## config.mk

```make
export PLATFORM = sky130hd
export DESIGN_NAME = vga_trace_engine_flat
export DESIGN_NICKNAME = d
export VERILOG_FILES = /design/src/rtl/vga_trace_pkg.sv /design/src/rtl/vga_trace_engine_if.sv /design/src/rtl/vga_trace_engine_scaler.sv /design/src/rtl/vga_trace_engine.sv /design/src/flat_wrapper.sv
export SDC_FILE = /design/constraint.sdc
export NUM_CORES = 1
export LEC_CHECK = 0
export ABC_CLOCK_PERIOD_IN_PS = 5600
export BUFFER_PORTS_ARGS = -buffer_cell sky130_fd_sc_hd__buf_4
export CORE_ASPECT_RATIO = 2
export CORE_UTILIZATION = 50
export DETAILED_ROUTE_END_ITERATION = 7
export PLACE_DENSITY = 0.72
export SLEW_MARGIN = 20
export SYNTH_ARGS = -nofsm -noshare
export SYNTH_HDL_FRONTEND = slang
export SYNTH_SLANG_ARGS = --single-unit
```

## constraint.sdc

```tcl
create_clock -name clk -period 5.6 [get_ports clk]
set_input_delay 0.56 -clock clk [delete_from_list [all_inputs] [get_ports clk]]
set_output_delay 0.56 -clock clk [all_outputs]
set_load 0.01 [all_outputs]
```

## src/rtl/vga_trace_pkg.sv

```systemverilog
// vga_trace_pkg: shared types, defaults and colors for the VGA trace engine
package vga_trace_pkg;
  typedef logic [11:0] color_t;
  typedef enum logic [1:0] {CLEAR, DRAW, HOLD} state_t;
  localparam int DEF_WIDTH = 160;
  localparam int DEF_HEIGHT = 120;
  localparam int DEF_HOLD = 10008;
  localparam color_t COLOR_BLACK = 12'h000;
  localparam color_t COLOR_GREEN = 12'h0F0;
  localparam color_t COLOR_WHITE = 12'hFFF;
endpackage

```

## src/rtl/vga_trace_engine_if.sv

```systemverilog
// vga_trace_engine_if: ADC sample input and framebuffer write port of the trace engine
interface vga_trace_engine_if;
  logic clk_en;
  logic [13:0] adc_data;
  logic adc_valid;
  logic [7:0] CounterX;
  logic [7:0] CounterY;
  vga_trace_pkg::color_t color;
  logic pix_we;
  logic frame_done;
  modport master(input clk_en, adc_data, adc_valid, output CounterX, CounterY, color, pix_we, frame_done);
  modport slave(output clk_en, adc_data, adc_valid, input CounterX, CounterY, color, pix_we, frame_done);
endinterface

```

## src/rtl/vga_trace_engine_scaler.sv

```systemverilog
// trace_scaler: maps a 14-bit ADC sample to a screen row, full scale at the top
module trace_scaler
  import vga_trace_pkg::*;
#(
  parameter int HEIGHT = DEF_HEIGHT
) (
  input  logic [13:0] adc_data,
  output logic [7:0]  row
);
  logic [15:0] prod;
  logic unused_bits;
  assign prod = 16'(adc_data[13:6]) * 16'(HEIGHT);
  assign row = 8'(HEIGHT - 1) - prod[15:8];
  assign unused_bits = ^{adc_data[5:0], prod[7:0]};
endmodule

```

## src/rtl/vga_trace_engine.sv

```systemverilog
// vga_trace_engine: per-frame clear, trace plot and hold sequencer for the framebuffer.
// Define VGA_TRACE_LINE_FILL_EN to join consecutive samples with vertical line segments.
module vga_trace_engine
  import vga_trace_pkg::*;
#(
  parameter int     WIDTH       = DEF_WIDTH,
  parameter int     HEIGHT      = DEF_HEIGHT,
  parameter int     HOLD_CYCLES = DEF_HOLD,
  parameter color_t BG_COLOR    = COLOR_BLACK,
  parameter color_t TRACE_COLOR = COLOR_GREEN
) (
  input logic clk,
  input logic rst_n,
  vga_trace_engine_if.master bus
);
  localparam logic [7:0]  X_MAX = 8'(WIDTH - 1);
  localparam logic [7:0]  Y_MAX = 8'(HEIGHT - 1);
  localparam logic [31:0] H_MAX = 32'(HOLD_CYCLES - 1);
  state_t state_q, state_d;
  logic [7:0] x_q, x_d, y_q, y_d, cx_q, cx_d, cy_q, cy_d, row;
  logic [31:0] hold_q, hold_d;
  color_t col_q, col_d;
  logic we_q, we_d, done_q, done_d, adv;
  trace_scaler #(.HEIGHT(HEIGHT)) u_scaler (.adc_data(bus.adc_data), .row(row));
`ifdef VGA_TRACE_LINE_FILL_EN
  logic fill_q, fill_d;
  logic [7:0] prev_q, prev_d, fy_q, fy_d, fend_q, fend_d, lo, hi;
  // column 0 has no predecessor, so it collapses to a single-pixel segment
  assign lo = (x_q == 8'd0) ? row : (row < prev_q ? row : prev_q);
  assign hi = (x_q == 8'd0) ? row : (row < prev_q ? prev_q : row);
`endif
  always_comb begin
    state_d = state_q;
    x_d = x_q;
    y_d = y_q;
    hold_d = hold_q;
    cx_d = '0;
    cy_d = '0;
    col_d = '0;
    we_d = 1'b0;
    done_d = 1'b0;
    adv = 1'b0;
`ifdef VGA_TRACE_LINE_FILL_EN
    fill_d = fill_q;
    prev_d = prev_q;
    fy_d = fy_q;
    fend_d = fend_q;
`endif
    if (bus.clk_en) begin
      case (state_q)
        CLEAR: begin
          we_d = 1'b1;
          cx_d = x_q;
          cy_d = y_q;
          col_d = BG_COLOR;
          x_d = (x_q == X_MAX) ? 8'd0 : x_q + 8'd1;
          y_d = (x_q != X_MAX) ? y_q : (y_q == Y_MAX) ? 8'd0 : y_q + 8'd1;
          state_d = (x_q == X_MAX && y_q == Y_MAX) ? DRAW : CLEAR;
`ifdef VGA_TRACE_LINE_FILL_EN
          prev_d = '0;
          fill_d = 1'b0;
`endif
        end
        DRAW: begin
`ifdef VGA_TRACE_LINE_FILL_EN
          if (fill_q) begin
            we_d = 1'b1;
            cx_d = x_q;
            cy_d = fy_q;
            col_d = TRACE_COLOR;
            fy_d = fy_q + 8'd1;
            fill_d = (fy_q != fend_q);
            adv = (fy_q == fend_q);
          end else if (bus.adc_valid) begin
            we_d = 1'b1;
            cx_d = x_q;
            cy_d = lo;
            col_d = TRACE_COLOR;
            prev_d = row;
            fy_d = lo + 8'd1;
            fend_d = hi;
            fill_d = (lo != hi);
            adv = (lo == hi);
          end
`else
          if (bus.adc_valid) begin
            we_d = 1'b1;
            cx_d = x_q;
            cy_d = row;
            col_d = TRACE_COLOR;
            adv = 1'b1;
          end
`endif
        end
        HOLD: begin
          hold_d = (hold_q == H_MAX) ? '0 : hold_q + 32'd1;
          done_d = (hold_q == H_MAX);
          state_d = (hold_q == H_MAX) ? CLEAR : HOLD;
        end
        default: state_d = CLEAR;
      endcase
      if (adv) begin
        x_d = (x_q == X_MAX) ? 8'd0 : x_q + 8'd1;
        state_d = (x_q == X_MAX) ? HOLD : DRAW;
      end
    end
  end
  always_ff @(posedge clk or posedge rst_n) begin
    if (rst_n) begin
      state_q <= CLEAR;
      x_q <= '0;
      y_q <= '0;
      hold_q <= '0;
      cx_q <= '0;
      cy_q <= '0;
      col_q <= '0;
      we_q <= 1'b0;
      done_q <= 1'b0;
`ifdef VGA_TRACE_LINE_FILL_EN
      fill_q <= 1'b0;
      prev_q <= '0;
      fy_q <= '0;
      fend_q <= '0;
`endif
    end else begin
      state_q <= state_d;
      x_q <= x_d;
      y_q <= y_d;
      hold_q <= hold_d;
      cx_q <= cx_d;
      cy_q <= cy_d;
      col_q <= col_d;
      we_q <= we_d;
      done_q <= done_d;
`ifdef VGA_TRACE_LINE_FILL_EN
      fill_q <= fill_d;
      prev_q <= prev_d;
      fy_q <= fy_d;
      fend_q <= fend_d;
`endif
    end
  end
  assign bus.CounterX = cx_q;
  assign bus.CounterY = cy_q;
  assign bus.color = col_q;
  assign bus.pix_we = we_q;
  assign bus.frame_done = done_q;
endmodule

```

## src/flat_wrapper.sv

```systemverilog
// flat-port wrapper written by rule: the top's interface ports become plain ports
module vga_trace_engine_flat import vga_trace_pkg::*;
#(
  parameter int     WIDTH       = DEF_WIDTH,
  parameter int     HEIGHT      = DEF_HEIGHT,
  parameter int     HOLD_CYCLES = DEF_HOLD,
  parameter color_t BG_COLOR    = COLOR_BLACK,
  parameter color_t TRACE_COLOR = COLOR_GREEN
)
  (clk, rst_n, bus_clk_en, bus_adc_data, bus_adc_valid, bus_CounterX, bus_CounterY, bus_color, bus_pix_we, bus_frame_done);
  vga_trace_engine_if bus_i ();
  input logic clk;
  input logic rst_n;
  input wire logic [$bits(bus_i.clk_en)-1:0] bus_clk_en;
  input wire logic [$bits(bus_i.adc_data)-1:0] bus_adc_data;
  input wire logic [$bits(bus_i.adc_valid)-1:0] bus_adc_valid;
  output wire logic [$bits(bus_i.CounterX)-1:0] bus_CounterX;
  output wire logic [$bits(bus_i.CounterY)-1:0] bus_CounterY;
  output wire logic [$bits(bus_i.color)-1:0] bus_color;
  output wire logic [$bits(bus_i.pix_we)-1:0] bus_pix_we;
  output wire logic [$bits(bus_i.frame_done)-1:0] bus_frame_done;
  assign bus_i.clk_en = bus_clk_en;
  assign bus_i.adc_data = bus_adc_data;
  assign bus_i.adc_valid = bus_adc_valid;
  assign bus_CounterX = bus_i.CounterX;
  assign bus_CounterY = bus_i.CounterY;
  assign bus_color = bus_i.color;
  assign bus_pix_we = bus_i.pix_we;
  assign bus_frame_done = bus_i.frame_done;
  vga_trace_engine #(.WIDTH(WIDTH), .HEIGHT(HEIGHT), .HOLD_CYCLES(HOLD_CYCLES), .BG_COLOR(BG_COLOR), .TRACE_COLOR(TRACE_COLOR)) u_core (.clk(clk), .rst_n(rst_n), .bus(bus_i));
endmodule
```

# Word level (Yosys, flattened, before mapping)
# Index checks and enable logic that the tools add are counted.
# classes
n_mul	1
muxes	26
n_eq_ne	7
add_sub_neg	4
reduce_logical	7
bitwise_logic	1
# ops
op	n
$mux 8	9
$add 32x1->32 const B	1
$eq 32x14->1 const B	1
$mux 32	1
$pmux 8 s2	2
$mux 12	2
$add 8x1->8 const B	2
$mul 8x4->12 const B	1
$eq 8x7->1 const B	1
$eq 8x8->1 const B	1
$ne 8x8->1 const B	1
$sub 7x7->8 const A	1
$mux 1	7
$mux 2	3
$pmux 2 s3	1
$reduce_and 2->1	3
$reduce_and 3->1	1
$eq 2x1->1 const B	1
$eq 2x2->1 const B	1
$logic_not 2->1	1
$ne 2x1->1 const B	1
$pmux 1 s2	1
$reduce_bool 2->1	1
$logic_and 1x1->1	1
$not 1->1	1
# word_totals
in_bits	18
regBits	80

# Depth between registers and ports, before layout
# Gate-level depths: netlist (run 1).
# depth
depth_word	5
depth_mapped	15
depth_no_buf	15

# By module
# From an unflattened synthesis (run 1), not the netlist that was laid out.
# hier_totals
hier_cells	427
hier_area_um2	4297.9
# modules_own_cells
mod	n_inst	seq_area_each_um2	area_each_um2	cells_each
vga_trace_engine	1	1726.7	3408.3	325
trace_scaler	1	0.0	889.6	102

# Least setup slack after synthesis (run 1)
# OpenSTA, ideal clock, no wires.
# synth_timing
path_kind	input to register
startpoint	input bus_adc_data[11]
endpoint	register u_core.cy_q[5] (netlist: u_core.bus.CounterY[5])
path_stages	15
n_path_buf	0
setup_slack_ns	1.793
t_required_ns	5.522
arrival_ns	3.729
cell_sequence	inv_1 -> fa_1 -> fa_1 -> inv_1 -> ha_1 -> nand3_1 -> o2111ai_2 -> a21oi_1 -> inv_1 -> a21oi_1 -> xnor2_1 -> ha_1 -> xnor3_1 -> nand2b_1 -> a21oi_1
# synth_between
elab_chain_cells	5
# synth_rtl
item	line	source
start: declaration	flat_wrapper.sv:15	input wire logic [$bits(bus_i.adc_data)-1:0] bus_adc_data;
$mul 8x4->12	vga_trace_engine_scaler.sv:12	assign prod = 16'(adc_data[13:6]) * 16'(HEIGHT);
$sub 7x7->8	vga_trace_engine_scaler.sv:13	assign row = 8'(HEIGHT - 1) - prod[15:8];
$mux 8	vga_trace_engine.sv:86	if (bus.adc_valid) begin
$pmux 8 s2	vga_trace_engine.sv:50	case (state_q)
$mux 8	vga_trace_engine.sv:49	if (bus.clk_en) begin
net u_core.cy_d[5]	vga_trace_engine.sv:20	logic [7:0] x_q, x_d, y_q, y_d, cx_q, cx_d, cy_q, cy_d, row;
end signal: assignment	vga_trace_engine.sv:131	cy_q <= cy_d;
end: declaration	vga_trace_engine.sv:20	
# The timed path passes the listed nets, and every way through them passes these cells.
# A chain may end at the register's enable or synchronous reset.

# Worst setup path after layout (run 1)
# Same ends and word-level chain as after synthesis.

==> summary by stage, run 1 <==
Detailed routing
In the final routed layout, each cell accounts on average for 14.60 um. The number of antenna-violating nets in the routed design is 0. The total wire length after detailed routing is 7811 um. The routed layout has 2903 vias. For this run, design rule violations remaining after detail routing come to 0. Before antenna repair, the detailed router went through 4 iterations.

The count of routing violations after the opening detailed-route iteration is 182. Dividing the detail-routed via count by the number of cells gives 5.426.

Clock network
The H-tree was split into 3 levels. Post-CTS timing repair inserted 0 buffers for setup. After clock tree synthesis, the clock-pin slew on the worst setup and hold paths is 0.06 ns. Once the clock tree was built, the resizer swapped 0 gates to a different size. The longest clock path from root to sink contains 2 buffers. The tree is rooted in a sky130_fd_sc_hd__clkbuf_16. The tree built by TritonCTS fans out to 69 sinks. Counting the buffers created by CTS gives 9.

The TritonCTS clock tree is built. The clock network latency to the later pin of the worst-skew pair is 0.33 ns. Buffers inserted to repair hold after CTS numbered 0.

Final layout
The relative area change from synthesis to final layout is 15.82%. The net count reported at finish is 483. Cells fill 59.38% of the core in the end.

In the final layout, the share of cells above drive strength 1 is 13.90%. The antenna diode instance count is 0. The layout has 685 filler cells.

Global routing
The global-route wire length before repair is 13500 um. The largest net degree at the start of global routing is 70. After global routing the overflow that remains totals 0. The aggregate global-route resource usage is 21.04%. The via count of the first global-routing pass is 2995.

The number of antenna violations at the first check in global routing is 0.

Setup path
Walking the worst path, the cells encountered are buf_4 -> inv_1 -> fa_1 -> fa_1 -> inv_1 -> ha_1 -> nand3_1 -> o2111ai_2 -> a21oi_1 -> xnor2_1 -> ha_1 -> xnor3_1 -> nand2b_1 -> a21oi_1. STA puts the critical path data required time at 5.85 ns. The cell class contributing the biggest share of worst-path delay is adder cells.

The worst register-to-register path has a depth of 6. For flop-to-flop paths, the worst setup slack is 3.39 ns. The worst setup path is captured at a flip-flop. The standard cell with the maximum stage delay on the critical path is sky130_fd_sc_hd__fa_1.

Of all nets on the critical path, the largest fanout is 5. At the worst endpoint, the arrival time is 4.17 ns. The critical setup path kind is in -> reg. The largest single stage delay on the critical path is 0.51 ns. The type of origin of the critical path is an input pin. The reg-to-reg critical path startpoint is u_core.state_q[1].

The endpoint identified for the worst register-to-register timing path is u_core.x_q[7]. The number of buffers and inverters on the critical path is 3.

Timing
The worst path needs 3.922 ns of the cycle, external delays included. The slew at the pin closest to its max-slew limit is 0.8379 ns. The final count of negative-setup-slack endpoints is 0. The worst setup margin is 1.678 ns. The worst relative slew slack is 44.14%. Across the routed clock network, the largest skew measured is 0.008496 ns. The number of pins exceeding their max-slew limit in the final report is 0. For the final routed database, the setup TNS stands at 0 ns. The number of failing hold endpoints at the final stage is 0.

Setup repair after global routing left no endpoint under its margin. The final period utilization is 70.04%. The maximum frequency from static timing analysis is 0.2549 GHz.

Power
The worst-case IR drop observed on VDD is 0.0001985 V. Of the total power, the clock network draws 42.9%. Sequential cells account for 36.6% of the total power.

In this run the power spent charging and discharging nets is 0.0004127 W. The share of total power dissipated in combinational logic is 20.5%. The switching part of the total power is 26.53%. Cell internal power was estimated by the tool at 0.001143 W. The power density over cell area is 332.3 nW/um^2. The leakage power is 2.291 nW.

Logic synthesis
After synthesis the netlist holds a flip-flop and latch count of 69. The share of synthesized area occupied by flip-flops and latches is 42.71%. The count of cell types in the netlist is 53.

The most used flip-flop cell after synthesis is sky130_fd_sc_hd__dfrtp_1. The mapped netlist covers 4043 sq um. The mean post-synth cell area is 10.13 sq um. The count of flip-flops with a built-in enable after synthesis is 0. The async set-or-reset flop fraction in the synthesized netlist is 100.0%. The number of cells produced by synthesis is 399. The warning count from the yosys run is 0.

Min path
The count of cells along the worst hold path is 1. In this run the worst hold path is classified as reg -> reg. The start point of the worst hold path is u_core.hold_q[31]. The path with the worst hold slack has its endpoint at u_core.hold_q[31].

Floorplan
In this run the standard cell core region covers 7885 sq um. 48 I/O pins were placed. The die width is 65.58 um. The row count is 46. For this configuration, the core starts out at a cell density of 51.27%.

The floorplan step defined a die boundary enclosing 8470 sq um. The height of the die is 129.2 um.

Place
During placement, the flow inserted port buffers numbering 33. Before CTS, the worst setup slack after placement is 1.297 ns. The congestion estimate from routability-driven global placement came to 0.7999.

The half-perimeter wire length after detailed placement is 5895 um.

Job
The max capacitance violation total is 0.

Outcome
The run finished with clean final reports.
[registers in the layout, summed over array words and instances, names as in the netlist]
name,cells
u_core.x_q,8
u_core.bus.CounterX,8
u_core.hold_q,32
u_core.bus.pix_we,1
u_core.y_q,8
u_core.bus.color,1
u_core.bus.frame_done,1
u_core.state_q,2
u_core.bus.CounterY,8
[routing by layer]
layer	part of all wire [%]	wire (um)	up-vias	track usage, %
li1	-	-	1406	-
met1	37	2920	1436	21.16
met2	57	4489	47	39.42
met3	2.7	211	14	3.961
met4	2.4	189	0	11.13
met5	0	0	-	0
[synthesized netlist by cell type (3+ instances only)]
cell type / instances / area share [%]
sky130_fd_sc_hd__o21ai_0: 12 / 1.5
sky130_fd_sc_hd__o31ai_1: 3 / 0.56
sky130_fd_sc_hd__ha_1: 19 / 5.9
sky130_fd_sc_hd__fa_1: 12 / 5.9
sky130_fd_sc_hd__nor4_1: 3 / 0.46
sky130_fd_sc_hd__xor2_1: 13 / 2.8
sky130_fd_sc_hd__and2_1: 12 / 1.9
sky130_fd_sc_hd__buf_4: 13 / 2.4
sky130_fd_sc_hd__nand3_1: 25 / 3.1
sky130_fd_sc_hd__dfrtp_1: 69 / 43
sky130_fd_sc_hd__xnor2_1: 26 / 5.6
sky130_fd_sc_hd__a21oi_1: 14 / 1.7
sky130_fd_sc_hd__nand2b_1: 7 / 1.1
sky130_fd_sc_hd__nand2_1: 34 / 3.2
sky130_fd_sc_hd__nand4_1: 12 / 1.9
sky130_fd_sc_hd__and4_1: 3 / 0.65
sky130_fd_sc_hd__nor2_1: 22 / 2.0
sky130_fd_sc_hd__inv_1: 37 / 3.4
sky130_fd_sc_hd__and3_1: 8 / 1.2
sky130_fd_sc_hd__nor3_1: 9 / 1.1
sky130_fd_sc_hd__nor2b_1: 7 / 1.1
[final cells by class]
type / count / area, sq um / area share, %
multi-input cells: 283 / 2082 / 44.47
clock inverters: 5 / 106.4 / 2.272
clock buffers: 11 / 252.7 / 5.398
flip-flops and latches: 69 / 1727 / 36.88
inverters: 37 / 138.9 / 2.966
repair buffers: 34 / 255.2 / 5.452
well taps: 96 / 120.1 / 2.565
[power by group through the flow]
stage / Combinational, W / Sequential, W / Clock, W
6_report: 0.000319 / 0.000569 / 0.000668
5_1_grt: 0.000363 / 0.000575 / 0.000700
4_1_cts: 0.000322 / 0.000569 / 0.000678
3_5_place_dp: 0.000321 / 0.000576 / 0
3_3_place_gp: 0.000309 / 0.000575 / 0
2_1_floorplan: 0.000224 / 0.000579 / 0
[worst max path at each step]
stage                                start  slack [ns]                      to  cells after the start
final                     bus_adc_data[11]        1.68  u_core.bus.CounterY[5]                     14
after global placement    bus_adc_data[11]        1.41  u_core.bus.CounterY[5]                     14
after floorplan           bus_adc_data[11]        1.79  u_core.bus.CounterY[5]                     15
after global routing      bus_adc_data[11]        1.36  u_core.bus.CounterY[5]                     16
after CTS                 bus_adc_data[11]        1.67  u_core.bus.CounterY[5]                     14
after detailed placement  bus_adc_data[11]        1.30  u_core.bus.CounterY[5]                     14
[cells by family after synthesis]
family | count (synthesis) | share of synthesized area, %
compound gates | 43 | 6.779
fa+ha+maj | 31 | 11.82
flops | 69 | 42.71
buf+inv | 54 | 6.437
simple gates | 158 | 22.38
other cells | 1 | 0.09276
mux | 3 | 0.7738
xor+xnor | 40 | 9.007
[cells in the final DEF, fill, tap and decap left out, types with 2 or more instances in the layout]
cell type                   netlist  layout
sky130_fd_sc_hd__dfrtp_1         69      69
sky130_fd_sc_hd__inv_1           37      36
sky130_fd_sc_hd__nand2_1         34      34
sky130_fd_sc_hd__buf_4           13      34
sky130_fd_sc_hd__xnor2_1         26      26
sky130_fd_sc_hd__nand3_1         25      25
sky130_fd_sc_hd__nor2_1          22      22
sky130_fd_sc_hd__ha_1            19      19
sky130_fd_sc_hd__a21oi_1         14      14
sky130_fd_sc_hd__xor2_1          13      13
sky130_fd_sc_hd__nand4_1         12      12
sky130_fd_sc_hd__and2_1          12      12
sky130_fd_sc_hd__o21ai_0         12      12
sky130_fd_sc_hd__fa_1            12      12
sky130_fd_sc_hd__nor3_1           9       9
sky130_fd_sc_hd__clkbuf_16        0       9
sky130_fd_sc_hd__and3_1           8       8
sky130_fd_sc_hd__conb_1           1       8
sky130_fd_sc_hd__nand2b_1         7       7
sky130_fd_sc_hd__nor2b_1          7       7
sky130_fd_sc_hd__and4_1           3       3
sky130_fd_sc_hd__nor4_1           3       3
sky130_fd_sc_hd__o31ai_1          3       3
sky130_fd_sc_hd__bufinv_16        0       3
sky130_fd_sc_hd__nand4_4          2       2
sky130_fd_sc_hd__or4_1            2       2
sky130_fd_sc_hd__nor4b_1          2       2
sky130_fd_sc_hd__mux2i_1          2       2
sky130_fd_sc_hd__or3_1            2       2
sky130_fd_sc_hd__a22oi_1          2       2
sky130_fd_sc_hd__clkbuf_8         0       2
[stage by stage]
stage / hold slack (ns) / power (W) / cell area, sq um / cells
final: 0.4695 / 0.001556 / 4682 / 535
after global routing: 0.4860 / 0.001638 / 4682 / 535
after CTS: 0.4783 / 0.001569 / 4682 / 535
after detailed placement: 0.4669 / 0.0008962 / 4323 / 519
after global placement: 0.4677 / 0.0008833 / 4323 / 519
after floorplan: 0.4434 / 0.0008027 / 4069 / 406
Power figures use the tool's default switching activity.
==> run 2, diff against run 1 <==
Settings changed: ABC_CLOCK_PERIOD_IN_PS 5600 to 4100.
Clock period 5.6 ns to 4.1 ns, I/O delays scaled along.
==> run 2 against run 1 <==
- clock power up 10%
- power up 27%
- sequential power up 37%
- sequential share of layout area up 0.44 points
- cell count up 0.19%
- critical path depth up 2
- clock-buffer cell count up 1
- combinational power up 44%
- global-route usage down 0.47 points
- first-iteration DRC count down 34%
- wire length down 0.84%
- non-clock buffer count up 3
- critical path type unchanged
==> summary by stage, run 2 (synthesized netlist as in run 1, its figures left out) <==
Outcome
The run finished with clean final reports.

Timing
The final count of negative-setup-slack endpoints is 0 (unchanged). Dividing the final minimum period by the clock period gives 88.26%. The number of pins exceeding their max-slew limit in the final report is 0 (unchanged).

The final critical path time including I/O delays and setup is 3.619 ns. The number of failing hold endpoints at the final stage is 0 (unchanged). The setup skew after layout is 0.008232 ns (-0.0002641 ns). The worst relative slew slack is 57.70% (+14 points). The maximum frequency from static timing analysis is 0.2763 GHz. The slew at the pin closest to its max-slew limit was 0.6335 ns (-0.2043 ns). Setup repair after global routing left no endpoint under its margin. The setup total negative slack was 0 ns (unchanged).

Global routing
The overall overflow remaining after global route is 0 (unchanged). The global-route wire length before repair is 13160 um (-2.5%). The number of antenna violations at the first check in global routing is 0 (unchanged). The largest net degree at the start of global routing is 40 (-43%).

The via count of the first global-routing pass is 2951 (-1.5%). The aggregate global-route resource usage is 20.57% (-0.47 points).

Setup path
The peak fanout along the critical path is 4 (-1). Among all stages on the critical path, the largest delay is contributed by sky130_fd_sc_hd__fa_1. STA classifies the critical path endpoint as a flip-flop.

The critical path required time is 4.35 ns (-1.50 ns). The delay of the slowest cell on the worst path is 0.51 ns (about the same). The critical path goes through buf_4 -> inv_1 -> fa_1 -> fa_1 -> inv_1 -> ha_1 -> nand3_1 -> o2111ai_2 -> a21oi_1 -> inv_1 -> a21oi_1 -> xnor2_1 -> ha_1 -> xnor3_1 -> nand2b_1 -> a21oi_1. The type of origin of the critical path is an input pin.

The worst endpoint data arrival time is 3.87 ns (-0.30 ns). The critical setup path kind is in -> reg.

Clock network
The maximum clock path buffer count was 2 (unchanged). The TritonCTS clock tree is built. The H-tree depth was 3 (unchanged).

The root buffer cell chosen for the clock tree is sky130_fd_sc_hd__clkbuf_16. The post-CTS resize count came to 0 (unchanged). The number of setup buffers added after CTS came to 0 (unchanged).

The clock-pin slew of the registers on the worst-case setup and hold paths came to 0.05 ns (about the same). The total of hold buffers inserted after clock tree synthesis is 0 (unchanged). The total CTS buffers is 9 (unchanged). The TritonCTS sink count is 69 (unchanged). The clock network latency to the later pin of the worst-skew pair is 0.33 ns (about the same).

Final layout
The count of filler cells inserted in the layout is 695 (+1.5%). The fraction of final layout cells sized beyond drive strength 1 is 13.64% (-0.26 points). The relative area change from synthesis to final layout is 14.45%. Leaving out fill and tap cells, the most frequent cells in the layout are 69 x sky130_fd_sc_hd__dfrtp_1, 37 x sky130_fd_sc_hd__buf_4, 36 x sky130_fd_sc_hd__inv_1. The final standard cell utilization of the core was 58.68% (-0.70 points). The antenna diode instance count is 0 (unchanged).

The net count reported at finish came to 486 (+0.62%). The register with the most flip-flops in the final layout is u_core.hold_q. The final cell count without fillers is 536 (+0.19%). The library cell used most frequently in the layout, excluding fill and tap cells, is sky130_fd_sc_hd__dfrtp_1. The number of flip-flops in the largest register is 32 (unchanged).

Place
The number of port buffers was 33 (unchanged). The total instance count after detailed placement was 522 (+0.58%). The global placer's final weighted congestion was 0.7824 (-2.2%). The half-perimeter wire length after detailed placement was 5926 um (+0.53%).

Power
The leakage power is 2.273 nW (-0.82%). The power share of the sequential group is 39.4% (+2.8 points). The design internal power is 0.001430 W (+25%). The switching part of the total power is 27.46% (+0.93 points). The clock group share of total power was 37.3% (-5.6 points).

The switching power of the nets is 0.0005414 W (+31%). The power density over cell area is 426.1 nW/um^2 (+28%). The combinational cell fraction of total power is 23.3% (+2.8 points). The maximum VDD drop was 0.0002627 V (+32%). The total design power was 0.001972 W (+27%).

Job
The max capacitance violation total was 0 (unchanged).

Min path
The path class of the tightest hold or removal check is in -> async.

Detailed routing
The count of routing violations after the opening detailed-route iteration came to 120 (-34%). The total wire length after detailed routing was 7745 um (-0.84%). The number of antenna-violating nets in the routed design is 0 (unchanged). The via density per instance is 5.373 (-0.98%). The number of remaining DRC errors was 0 (unchanged). The via total after detailed routing was 2880 (-0.79%). The average routed wire per standard cell was 14.45 um (-1.0%).

The number of optimization iterations in the first detailed-route pass came to 4 (unchanged).

Floorplan
The initial core utilization is 51.27% (unchanged). The die width was 65.58 um (unchanged). The boundary pin count is 48 (unchanged). The row count is 46 (unchanged). The height of the die is 129.2 um (unchanged).

The core region area is 7885 sq um (unchanged). The die outline area is 8470 sq um (unchanged).
-- run 2: cell count changes in the layout (fill, tap and decap cells not counted), sizes merged --
cell and delta:
buf +3, bufinv -2, clkbuf +1, clkinvlp -1
-- run 2: cell type report --
type	count	area, sq um	share of cell area [%]
clock buffer	12	246.5	5.327
timing repair buffer	37	277.8	6.003
sequential	69	1727	37.32
inverter	37	138.9	3.002
tap	96	120.1	2.596
multi-input combinational	283	2082	45.00
clock inverter	2	35.03	0.7572
-- run 2: per-stage QoR --
stage | instance area, sq um | setup slack, ns | hold WS, ns
3_5_place_dp | 4345 | 0.1238 | 0.4704
5_1_grt | 4627 | 0.1935 | 0.2321
3_3_place_gp | 4345 | 0.2498 | 0.4676
2_1_floorplan | 4069 | 0.4433 | 0.4434
6_report | 4627 | 0.4813 | 0.1701
4_1_cts | 4627 | 0.4864 | 0.1942
-- run 2: final timing paths --
path / slack (ns) / depth (start not counted) / end / from
worst min-delay path: 0.17 / 2 / u_core.bus.CounterX[2] / rst_n
max in group asynchronous: 3.00 / 3 / u_core.hold_q[5] / rst_n
min in group clk: 0.36 / 2 / u_core.state_q[0] / bus_clk_en
worst max-delay path: 0.48 / 16 / u_core.bus.CounterY[5] / bus_adc_data[10]
worst min register to register: 0.48 / 1 / u_core.hold_q[31] / u_core.hold_q[31]
worst max register to register: 1.90 / 5 / u_core.x_q[3] / u_core.state_q[1]
-- run 2: worst max-delay path: cells and delay by family --
kind	cells	cell delay, ns
adder cells (fa/ha/maj)	4	1.55
AO/OA/AOI/OAI	4	0.74
XOR/XNOR	2	0.46
buffers and inverters	4	0.41
AND/OR/NAND/NOR	2	0.29
-- run 2: power by group through the flow --
stage          registers [W]  logic [W]  clock network [W]
2_1_floorplan       0.000791   0.000305                  0
5_1_grt             0.000785   0.000517           0.000774
6_report            0.000777   0.000459           0.000736
3_5_place_dp        0.000787   0.000460                  0
3_3_place_gp        0.000785   0.000442                  0
4_1_cts             0.000777   0.000461           0.000750
-- run 2: per-layer routing --
layer,vias to the layer above,GRT usage [%],wire (um),share of wire [%]
met2,55,38.93,4525,58
met1,1409,20.22,2761,36
met4,0,10.74,231,3.0
met5,-,0,0,0
li1,1402,-,-,-
met3,14,4.137,226,2.9
==> run 3, diff against run 2 <==
Settings changed: CORE_UTILIZATION 50 to 59, PLACE_DENSITY 0.72 to default, PLACE_DENSITY_LB_ADDON from default to 0.05.
==> run 3 against run 2 <==
- wire length up 5.0%
- clock-buffer cell count down 1
- setup slack better by 0.044 ns
- critical path type unchanged
- combinational power down 4%
- non-clock buffer count down 1
==> summary by stage, run 3 (synthesized netlist as in run 1, its figures left out) <==
Timing
The number of failing hold endpoints at the final stage is 0 (unchanged). The final critical path time including I/O delays and setup came to 3.575 ns (-0.04381 ns). The final count of negative-setup-slack endpoints came to 0 (unchanged).

The maximum frequency from static timing analysis came to 0.2797 GHz (+1.2%). The number of pins exceeding their max-slew limit in the final report is 0 (unchanged). Setup repair after global routing left no endpoint under its margin. The setup total negative slack is 0 ns (unchanged). The worst relative slew slack is 52.57% (-5.1 points). The setup skew after layout is 0.005067 ns (-0.003165 ns). The final period utilization is 87.19% (-1.1 points). The slew at the pin closest to its max-slew limit is 0.7104 ns (+0.07686 ns).

Clock network
The maximum clock path buffer count is 2 (unchanged). The TritonCTS clock tree is built. The clock-pin slew of the registers on the worst-case setup and hold paths is 0.05 ns (about the same). The clock network latency to the later pin of the worst-skew pair is 0.33 ns (about the same). The number of setup buffers added after CTS is 0 (unchanged). The root buffer cell chosen for the clock tree is sky130_fd_sc_hd__clkbuf_16.

The total CTS buffers was 9 (unchanged). The total of hold buffers inserted after clock tree synthesis was 0 (unchanged). The H-tree depth was 3 (unchanged).

The post-CTS resize count is 0 (unchanged). The TritonCTS sink count is 69 (unchanged).

Setup path
The peak fanout along the critical path came to 2 (-2). The critical path is of the in -> reg type. The most numerous cell type found on the critical path is sky130_fd_sc_hd__a21oi_1. Among all stages on the critical path, the largest delay is contributed by sky130_fd_sc_hd__fa_1. The kind of end point of the critical path is a flip-flop.

Walking the worst path, the cells encountered are buf_4 -> fa_1 -> inv_1 -> fa_1 -> inv_1 -> ha_1 -> a21oi_1 -> o2111ai_2 -> a21oi_1 -> inv_1 -> a21oi_1 -> xnor2_1 -> ha_1 -> xnor3_1 -> nand2b_1 -> a21oi_1. The cell count of the worst reg-to-reg path came to 6 (+1). The reg-to-reg critical path startpoint is u_core.state_q[1].

The delay of the slowest cell on the worst path is 0.55 ns (+0.04 ns). The worst setup path startpoint is bus_adc_data[6]. Grouping stages by cell kind, the critical path spends the most delay in adder cells. The worst endpoint data arrival time was 3.83 ns (-0.04 ns). The buffers plus inverters on the worst setup path came to 4 (unchanged). The setup slack on the worst flop-to-flop path is 1.95 ns (+0.05 ns). The critical path required time is 4.35 ns (about the same). The worst reg2reg path endpoint is u_core.x_q[7]. The type of origin of the critical path is an input pin.

Place
The half-perimeter wire length after detailed placement is 6269 um (+5.8%). The global placer's final weighted congestion is 0.8379 (+7.1%). The number of port buffers came to 33 (unchanged).

Detailed routing
The number of remaining DRC errors came to 0 (unchanged). The number of antenna-violating nets in the routed design came to 0 (unchanged). The via total after detailed routing is 2901 (+0.73%). The number of optimization iterations in the first detailed-route pass is 4 (unchanged).

The average routed wire per standard cell was 15.40 um (+6.6%). The total wire length after detailed routing is 8132 um (+5.0%). The via density per instance is 5.494 (+2.3%).

The count of routing violations after the opening detailed-route iteration is 115 (-4.2%).

Final layout
The net count reported at finish is 485 (-0.21%). The register with the most flip-flops in the final layout is u_core.hold_q. The most frequent standard cell in the layout excluding fill and tap cells is sky130_fd_sc_hd__dfrtp_1. The relative area change from synthesis to final layout was 14.48% (about the same). The fraction of final layout cells sized beyond drive strength 1 is 14.09% (+0.45 points). Leaving out fill and tap cells, the most frequent cells in the layout are 69 x sky130_fd_sc_hd__dfrtp_1, 36 x sky130_fd_sc_hd__inv_1, 36 x sky130_fd_sc_hd__buf_4. The number of flip-flops in the largest register came to 32 (unchanged). The antenna diode instance count is 0 (unchanged). The sequential cell area is 1727 sq um (unchanged). The count of filler cells inserted in the layout was 564 (-19%).

The multi-input combinational cell area is 2082 sq um (unchanged).

Job
The max capacitance violation total is 0 (unchanged).

Floorplan
The boundary pin count came to 48 (unchanged). The height of the die is 119.1 um (-7.8%). The die width is 60.53 um (-7.7%). The row count is 42 (-8.7%).

The initial core utilization came to 61.05% (+9.8 points). The core region area is 6621 sq um (-16%). The die outline area was 7207 sq um (-15%).

Outcome
The run finished with clean final reports.

Global routing
The aggregate global-route resource usage was 25.56% (+5.0 points). The overall overflow remaining after global route is 0 (unchanged). The global-route wire length before repair is 13510 um (+2.7%). The number of antenna violations at the first check in global routing is 0 (unchanged). The largest net degree at the start of global routing was 37 (-7.5%). The via count of the first global-routing pass was 3052 (+3.4%).

Min path
The path category of the worst min-delay check is in -> async.

Power
The maximum VDD drop is 0.0002810 V (+7.0%). The total design power is 0.001984 W (+0.63%). The leakage power is 2.277 nW (+0.18%). The power density over cell area is 428.7 nW/um^2 (+0.60%).
run 3: area by class of cell:
cell class | count | area share, %
Multi-Input combinational cell | 283 | 44.99
Sequential cell | 69 | 37.31
Timing Repair Buffer | 36 | 5.839
Clock buffer | 11 | 5.461
Inverter | 37 | 3.001
Tap cell | 88 | 2.379
Clock inverter | 4 | 1.027
run 3: metal layers:
metal  track usage [%]  share of wire [%]
met5                 0                  0
met4             13.78                3.6
met3             4.777                2.5
met2             48.83                 61
met1             23.09                 33
run 3: report_power, final:
group	leakage [nW]	internal (W)	switching, W
Combinational	1.20	0.000209	0.000231
Clock	0.147	0.000497	0.000271
Sequential	0.926	0.000731	0.0000441
run 3: worst max path at each step:
stage | slack (ns) | cells after the start | endpoint
floorplan | 0.44 | 15 | u_core.bus.CounterY[5]
global placement | 0.21 | 15 | u_core.bus.CounterY[4]
detailed placement | 0.13 | 16 | u_core.bus.CounterY[5]
CTS | 0.48 | 16 | u_core.bus.CounterY[5]
global route | 0.29 | 16 | u_core.bus.CounterY[5]
finish | 0.53 | 16 | u_core.bus.CounterY[5]
run 3: worst register-to-register path: stages, from the launching register on:
cell and delay [ns]:
sky130_fd_sc_hd__dfrtp_1 0.46, sky130_fd_sc_hd__nand2b_1 0.33, sky130_fd_sc_hd__a21oi_2 0.50, sky130_fd_sc_hd__nand4_1 0.27, sky130_fd_sc_hd__nor3_1 0.24, sky130_fd_sc_hd__mux2i_1 0.21, sky130_fd_sc_hd__nor2_1 0.05
run 3: per-stage QoR:
step           std cells  cell area (sq um)  hold slack [ns]  util, %  setup WS, ns
6_report             528               4628           0.2008    69.90        0.5251
3_3_place_gp         513               4328           0.4707    65.36        0.2141
4_1_cts              528               4628           0.2211    69.90        0.4841
2_1_floorplan        406               4069           0.4434        -        0.4433
3_5_place_dp         513               4328           0.4757    65.36        0.1321
5_1_grt              528               4628           0.2699    69.90        0.2861
